===== src/rtl/mem_port_arbiter_pkg.sv =====
// Shared types and defaults for the memory port arbiter: FSM states, owner codes
// and the default line geometry.
package mem_port_arbiter_pkg;

    localparam int LINE_WORDS_DEF = 4;
    localparam int OFF_W_DEF      = 2;

    typedef enum logic {
        ARB_IDLE  = 1'b0,
        ARB_BURST = 1'b1
    } arb_state_t;

    typedef enum logic {
        OWN_I = 1'b0,
        OWN_D = 1'b1
    } owner_t;

endpackage


===== src/rtl/mem_port_arbiter_arb_pick.sv =====
// Grant selection between the I-cache and D-cache miss engines.
// ARB_ROUND_ROBIN_EN: on a tie, grant the cache that did not own the previous burst.
module arb_pick
    import mem_port_arbiter_pkg::*;
(
    input  logic   i_req,
    input  logic   d_req,
    input  owner_t last_owner,
    output owner_t grant
);

    always_comb begin
        grant = d_req ? OWN_D : OWN_I;
`ifdef ARB_ROUND_ROBIN_EN
        if (i_req && d_req) begin
            grant = (last_owner == OWN_D) ? OWN_I : OWN_D;
        end
`endif
    end

`ifndef ARB_ROUND_ROBIN_EN
    // Fixed priority never looks at history; the tie-break input is kept for a uniform interface.
    logic unused_pick_inputs;
    assign unused_pick_inputs = ^{i_req, last_owner};
`endif

endmodule


===== src/rtl/mem_port_arbiter.sv =====
// Shares the off-chip memory port between the I-cache and D-cache: each grant is a
// LINE_WORDS-word burst (refill or writeback). Tie-break policy set by ARB_ROUND_ROBIN_EN.
module mem_port_arbiter
    import mem_port_arbiter_pkg::*;
#(
    parameter int WORD_W     = 16,
    parameter int LINE_WORDS = LINE_WORDS_DEF,
    parameter int OFF_W      = OFF_W_DEF
) (
    input  logic              clk,
    input  logic              reset_n,
    input  logic              i_req,
    input  logic              i_we,
    input  logic [WORD_W-1:0] i_addr,
    input  logic [WORD_W-1:0] i_wdata,
    output logic [WORD_W-1:0] i_rdata,
    output logic              i_rvalid,
    output logic [OFF_W-1:0]  i_word,
    output logic              i_done,
    input  logic              d_req,
    input  logic              d_we,
    input  logic [WORD_W-1:0] d_addr,
    input  logic [WORD_W-1:0] d_wdata,
    output logic [WORD_W-1:0] d_rdata,
    output logic              d_rvalid,
    output logic [OFF_W-1:0]  d_word,
    output logic              d_done,
    output logic              mem_req,
    output logic              mem_we,
    output logic [WORD_W-1:0] mem_addr,
    output logic [WORD_W-1:0] mem_wdata,
    input  logic [WORD_W-1:0] mem_rdata,
    input  logic              mem_ready
);

    arb_state_t                state;
    arb_state_t                state_next;
    owner_t                    owner;
    owner_t                    last_owner;
    owner_t                    grant;
    logic [OFF_W-1:0]          word_cnt;
    logic [WORD_W-OFF_W-1:0]   line_addr;
    logic                      we_lat;
    logic                      burst;
    logic                      own_i;
    logic                      own_d;
    logic                      xfer;
    logic                      last_word;

    arb_pick u_pick (
        .i_req      (i_req),
        .d_req      (d_req),
        .last_owner (last_owner),
        .grant      (grant)
    );

    assign burst     = (state == ARB_BURST);
    assign own_i     = burst && (owner == OWN_I);
    assign own_d     = burst && (owner == OWN_D);
    assign xfer      = burst && mem_ready;
    assign last_word = (word_cnt == OFF_W'(LINE_WORDS - 1));

    always_ff @(posedge clk or negedge reset_n) begin
        if (!reset_n) begin
            state <= ARB_IDLE;
        end else begin
            state <= state_next;
        end
    end

    always_comb begin
        state_next = state;
        case (state)
            ARB_IDLE:  if (i_req || d_req)         state_next = ARB_BURST;
            ARB_BURST: if (mem_ready && last_word) state_next = ARB_IDLE;
            default:                               state_next = ARB_IDLE;
        endcase
    end

    // Request attributes are latched at grant so mid-burst changes on the cache side are ignored.
    always_ff @(posedge clk or negedge reset_n) begin
        if (!reset_n) begin
            owner      <= OWN_D;
            last_owner <= OWN_I;
            word_cnt   <= '0;
            line_addr  <= '0;
            we_lat     <= 1'b0;
        end else if (state == ARB_IDLE) begin
            if (i_req || d_req) begin
                owner     <= grant;
                line_addr <= (grant == OWN_D) ? d_addr[WORD_W-1:OFF_W] : i_addr[WORD_W-1:OFF_W];
                we_lat    <= (grant == OWN_D) ? d_we : i_we;
                word_cnt  <= '0;
            end
        end else if (mem_ready) begin
            word_cnt <= word_cnt + 1'b1;
            if (last_word) begin
                last_owner <= owner;
            end
        end
    end

    always_comb begin
        mem_req   = burst;
        mem_we    = burst && we_lat;
        mem_addr  = burst ? {line_addr, word_cnt} : '0;
        mem_wdata = '0;
        if (own_d)      mem_wdata = d_wdata;
        else if (own_i) mem_wdata = i_wdata;

        i_rvalid = own_i && xfer && !we_lat;
        i_rdata  = i_rvalid ? mem_rdata : '0;
        i_word   = own_i ? word_cnt : '0;
        i_done   = own_i && xfer && last_word;

        d_rvalid = own_d && xfer && !we_lat;
        d_rdata  = d_rvalid ? mem_rdata : '0;
        d_word   = own_d ? word_cnt : '0;
        d_done   = own_d && xfer && last_word;
    end

    // Word-offset bits of the request address are replaced by the burst counter.
    logic unused_addr_bits;
    assign unused_addr_bits = ^{i_addr[OFF_W-1:0], d_addr[OFF_W-1:0]};

`ifndef SYNTHESIS
    req_held_during_burst: assert property (
        @(posedge clk) disable iff (!reset_n)
        (state == ARB_BURST) |-> ((owner == OWN_D) ? d_req : i_req)
    );
`endif

endmodule


===== config.mk =====
export PLATFORM = sky130hd
export DESIGN_NAME = mem_port_arbiter
export DESIGN_NICKNAME = d
export VERILOG_FILES = /design/src/rtl/mem_port_arbiter_pkg.sv /design/src/rtl/mem_port_arbiter_arb_pick.sv /design/src/rtl/mem_port_arbiter.sv
export SDC_FILE = /design/constraint.sdc
export NUM_CORES = 1
export LEC_CHECK = 0
export ABC_CLOCK_PERIOD_IN_PS = 1400
export CORE_UTILIZATION = 37
export CTS_CLUSTER_DIAMETER = 80
export DETAILED_ROUTE_END_ITERATION = 8
export DONT_BUFFER_PORTS = 1
export PLACE_DENSITY = 0.56
export REMOVE_ABC_BUFFERS = 1
export SKIP_CTS_REPAIR_TIMING = 1
export SLEW_MARGIN = 10
export SYNTH_ARGS = -nofsm -noshare
export SYNTH_HDL_FRONTEND = slang
export SYNTH_SLANG_ARGS = --single-unit

===== constraint.sdc =====
create_clock -name clk -period 1.4 [get_ports clk]
set_input_delay 0.28 -clock clk [delete_from_list [all_inputs] [get_ports clk]]
set_output_delay 0.28 -clock clk [all_outputs]
set_load 0.05 [all_outputs]

==> metrics.csv <==
metric,value,unit
syn_area,1650,um2
drt_iter0_drc,45,
gp_congestion,0.746,
drtPass1Iterations,4,
rsz0062_at_grt,true,
clockBufferDepth,2,
maxCapViolCount,0,
cp_max_fo,19,
wirelength,5.88,mm
cts.sinks,19,
final-hold-violation-count,0,
cp-start-kind,flip-flop,
cp_top_family,flip-flops,
synthSimpleGateAreaFrac,40.7,%
min_period,1810,ps
grt_start_max_net_pins,39,
timing.final.ws_setup,-411,ps
worst_path_max_delay_cell,dfstp_2,
end_kind,primary output,
dp_slack,-148,ps
arrival,1530,ps
r2r_start,mem_req,
final-instance-count-excl-fill,315,
dp.final_hpwl,4.14,mm
track_usage,20.2,%
coreArea,4140,um2
layout_commonest_cell,buf_12,
cp_cell_sequence,buf_12 > mux2i_2 > nor2b_1 > buf_6,
drc_errors,0,
die_area,4720,um2
muxShareOfSynthArea,10.4,%
violations,negative setup slack,
critPathLaunch,owner,
synth_fa_ha_area_share,0.760,%
start_util,39.7,%
setup_viol,89,
grt_overflow,0,
wire_per_inst,18.7,um
clk_pin_slew,70,ps
layout_common_cells,"buf_12 (38), buf_6 (35), and2_4 (27)",
peakVddDrop,2.02,mV
yosys_register_bits,19,
pwr_density_cell,2820,nW/um2
grt_pass1_wl,7.17,mm
power,9.17,mW
maxSlewHeadroom,43.1,%
htreeDepth,1,
leakagePower,1.46,nW
syn_area_per_cell,8.90,um2
fmaxAchievable,552,MHz
antenna_found_initial,0,
synth_xor_area_share,0.532,%
post-route-util,78.5,%
critPathMaxStageDelay,590,ps
synth.distinct_cells,31,
insertion_delay,250,ps
worstMarginPinSlew,850,ps
cts_tree,built,
status,finished with violations,
cts_buffers,3,
syn2layout_area_growth,97.5,%
hold_start,mem_ready,
synth_seq_area_share,29.0,%
final_nets,354,
worstPathRequired,1120,ps
cts_root_buf,clkbuf_8,
skew,1.29,ps
num_antenna_cells,0,
grt_pass1_vias,1546,
rows,23,
ant_nets,0,
via_count,1712,
die_x,68.7,um
synth_compound_area_share,12.4,%
synth_top_family_by_area,simple AND/OR/NAND/NOR gates,
critPathBufInv,2,
port_buffers,0,
min_path_type,in -> reg,
detail_route.vias_per_cell,5.43,
finalCritPeriodShare,129,%
synthCells,185,
io_pins,161,
place_inst,299,
fp.dieH,68.7,um
critical_path_class,reg -> out,
final_layout_size_suffix_gt1_share,60.0,%
ys_warn_count,0,
slew_viol_final,0,
## through the flow
| step | hold WS (ps) | setup TNS, ps | cell area (um2) |
|---|---|---|---|
| 6_report | 119 | -21460 | 3250 |
| 5_1_grt | 115 | -26990 | 3250 |
| 4_1_cts | -292 | -21490 | 2720 |
| 3_5_place_dp | -15.1 | -3770 | 2680 |
| 3_3_place_gp | -15.2 | -2380 | 2680 |
| 2_1_floorplan | -15.6 | -85860 | 1560 |
## final cells by class
| class | count | area, um2 |
|---|---|---|
| Timing Repair Buffer | 94 | 1400 |
| Multi-Input combinational cell | 144 | 1250 |
| Fill cell | 259 | 892 |
| Sequential cell | 19 | 478 |
| Tap cell | 50 | 62.6 |
| Clock buffer | 3 | 41.3 |
| Inverter | 4 | 17.5 |
| Clock inverter | 1 | 5.00 |
## kinds of logic (layout without fill, tap and decap cells)
| family | count (synthesis) | in the layout |
|---|---|---|
| multiplexers | 17 | 17 |
| AO/OA/AOI/OAI | 20 | 20 |
| buffers and inverters | 22 | 102 |
| AND/OR/NAND/NOR | 105 | 105 |
| XOR/XNOR | 1 | 1 |
| adder cells (fa/ha/maj) | 1 | 1 |
| flip-flops | 19 | 19 |
## power by group
group / switching [mW] / leakage, nW / internal (mW)
sequential: 0.262 / 0.209 / 0.833
combinational: 4.05 / 1.22 / 3.65
clock: 0.181 / 0.0255 / 0.198
total: 4.49 / 1.46 / 4.68
## Yosys cell counts
cell	count	share of area, %
clkbuf_2	2	0.61
o21ba_2	1	0.61
nor3_1	1	0.30
buf_4	1	0.46
clkbuf_1	8	1.8
and4b_1	1	0.61
nand2_1	2	0.46
o211a_1	1	0.61
ha_1	1	0.76
inv_1	4	0.91
nor4b_1	2	1.1
nor2b_1	17	6.5
buf_6	1	0.68
and4bb_2	1	0.76
mux2i_1	16	9.7
xor2_1	1	0.53
nor2_1	24	5.5
nand2b_1	10	3.8
buf_2	6	1.8
or4b_1	15	9.1
o221a_2	14	9.6
nand3_2	1	0.61
mux2_2	1	0.68
or3b_2	1	0.53
a21o_1	2	0.91
o21ai_0	1	0.30
nand3b_1	1	0.46
a31oi_1	1	0.38
and2_1	29	11
dfrtp_1	18	27
dfstp_2	1	1.6
## flip-flops by register name, summed over array words and instances, names as in the netlist
name,flops
owner,1
we_lat,1
line_addr,14
mem_req,1
word_cnt,2
## metal layers
| metal | part of all wire [%] | track usage, % | vias to the layer above |
|---|---|---|---|
| met5 | 0 | 0 | - |
| met4 | 0 | 3.57 | 0 |
| met3 | 7.6 | 5.26 | 0 |
| met2 | 57 | 40.0 | 75 |
| met1 | 35 | 21.3 | 823 |
| li1 | - | - | 814 |
## final timing paths
path                            endpoint  slack, ps  cells past startpoint
setup / recovery           mem_wdata[12]       -410                      4
hold / removal                   mem_req        120                      1
setup reg to reg            line_addr[4]       -100                      4
hold reg to reg            line_addr[11]        560                      1
max in group asynchronous        mem_req        250                      1
min in group asynchronous   line_addr[2]        580                      1
## worst reg2reg max path, stage by stage, from the launching register on
cell and delay, ps:
dfrtp_2 470, buf_6 160, clkbuf_16 150, or4b_4 480, o221a_4 130
No activity file was read; power rests on OpenSTA's default activity.
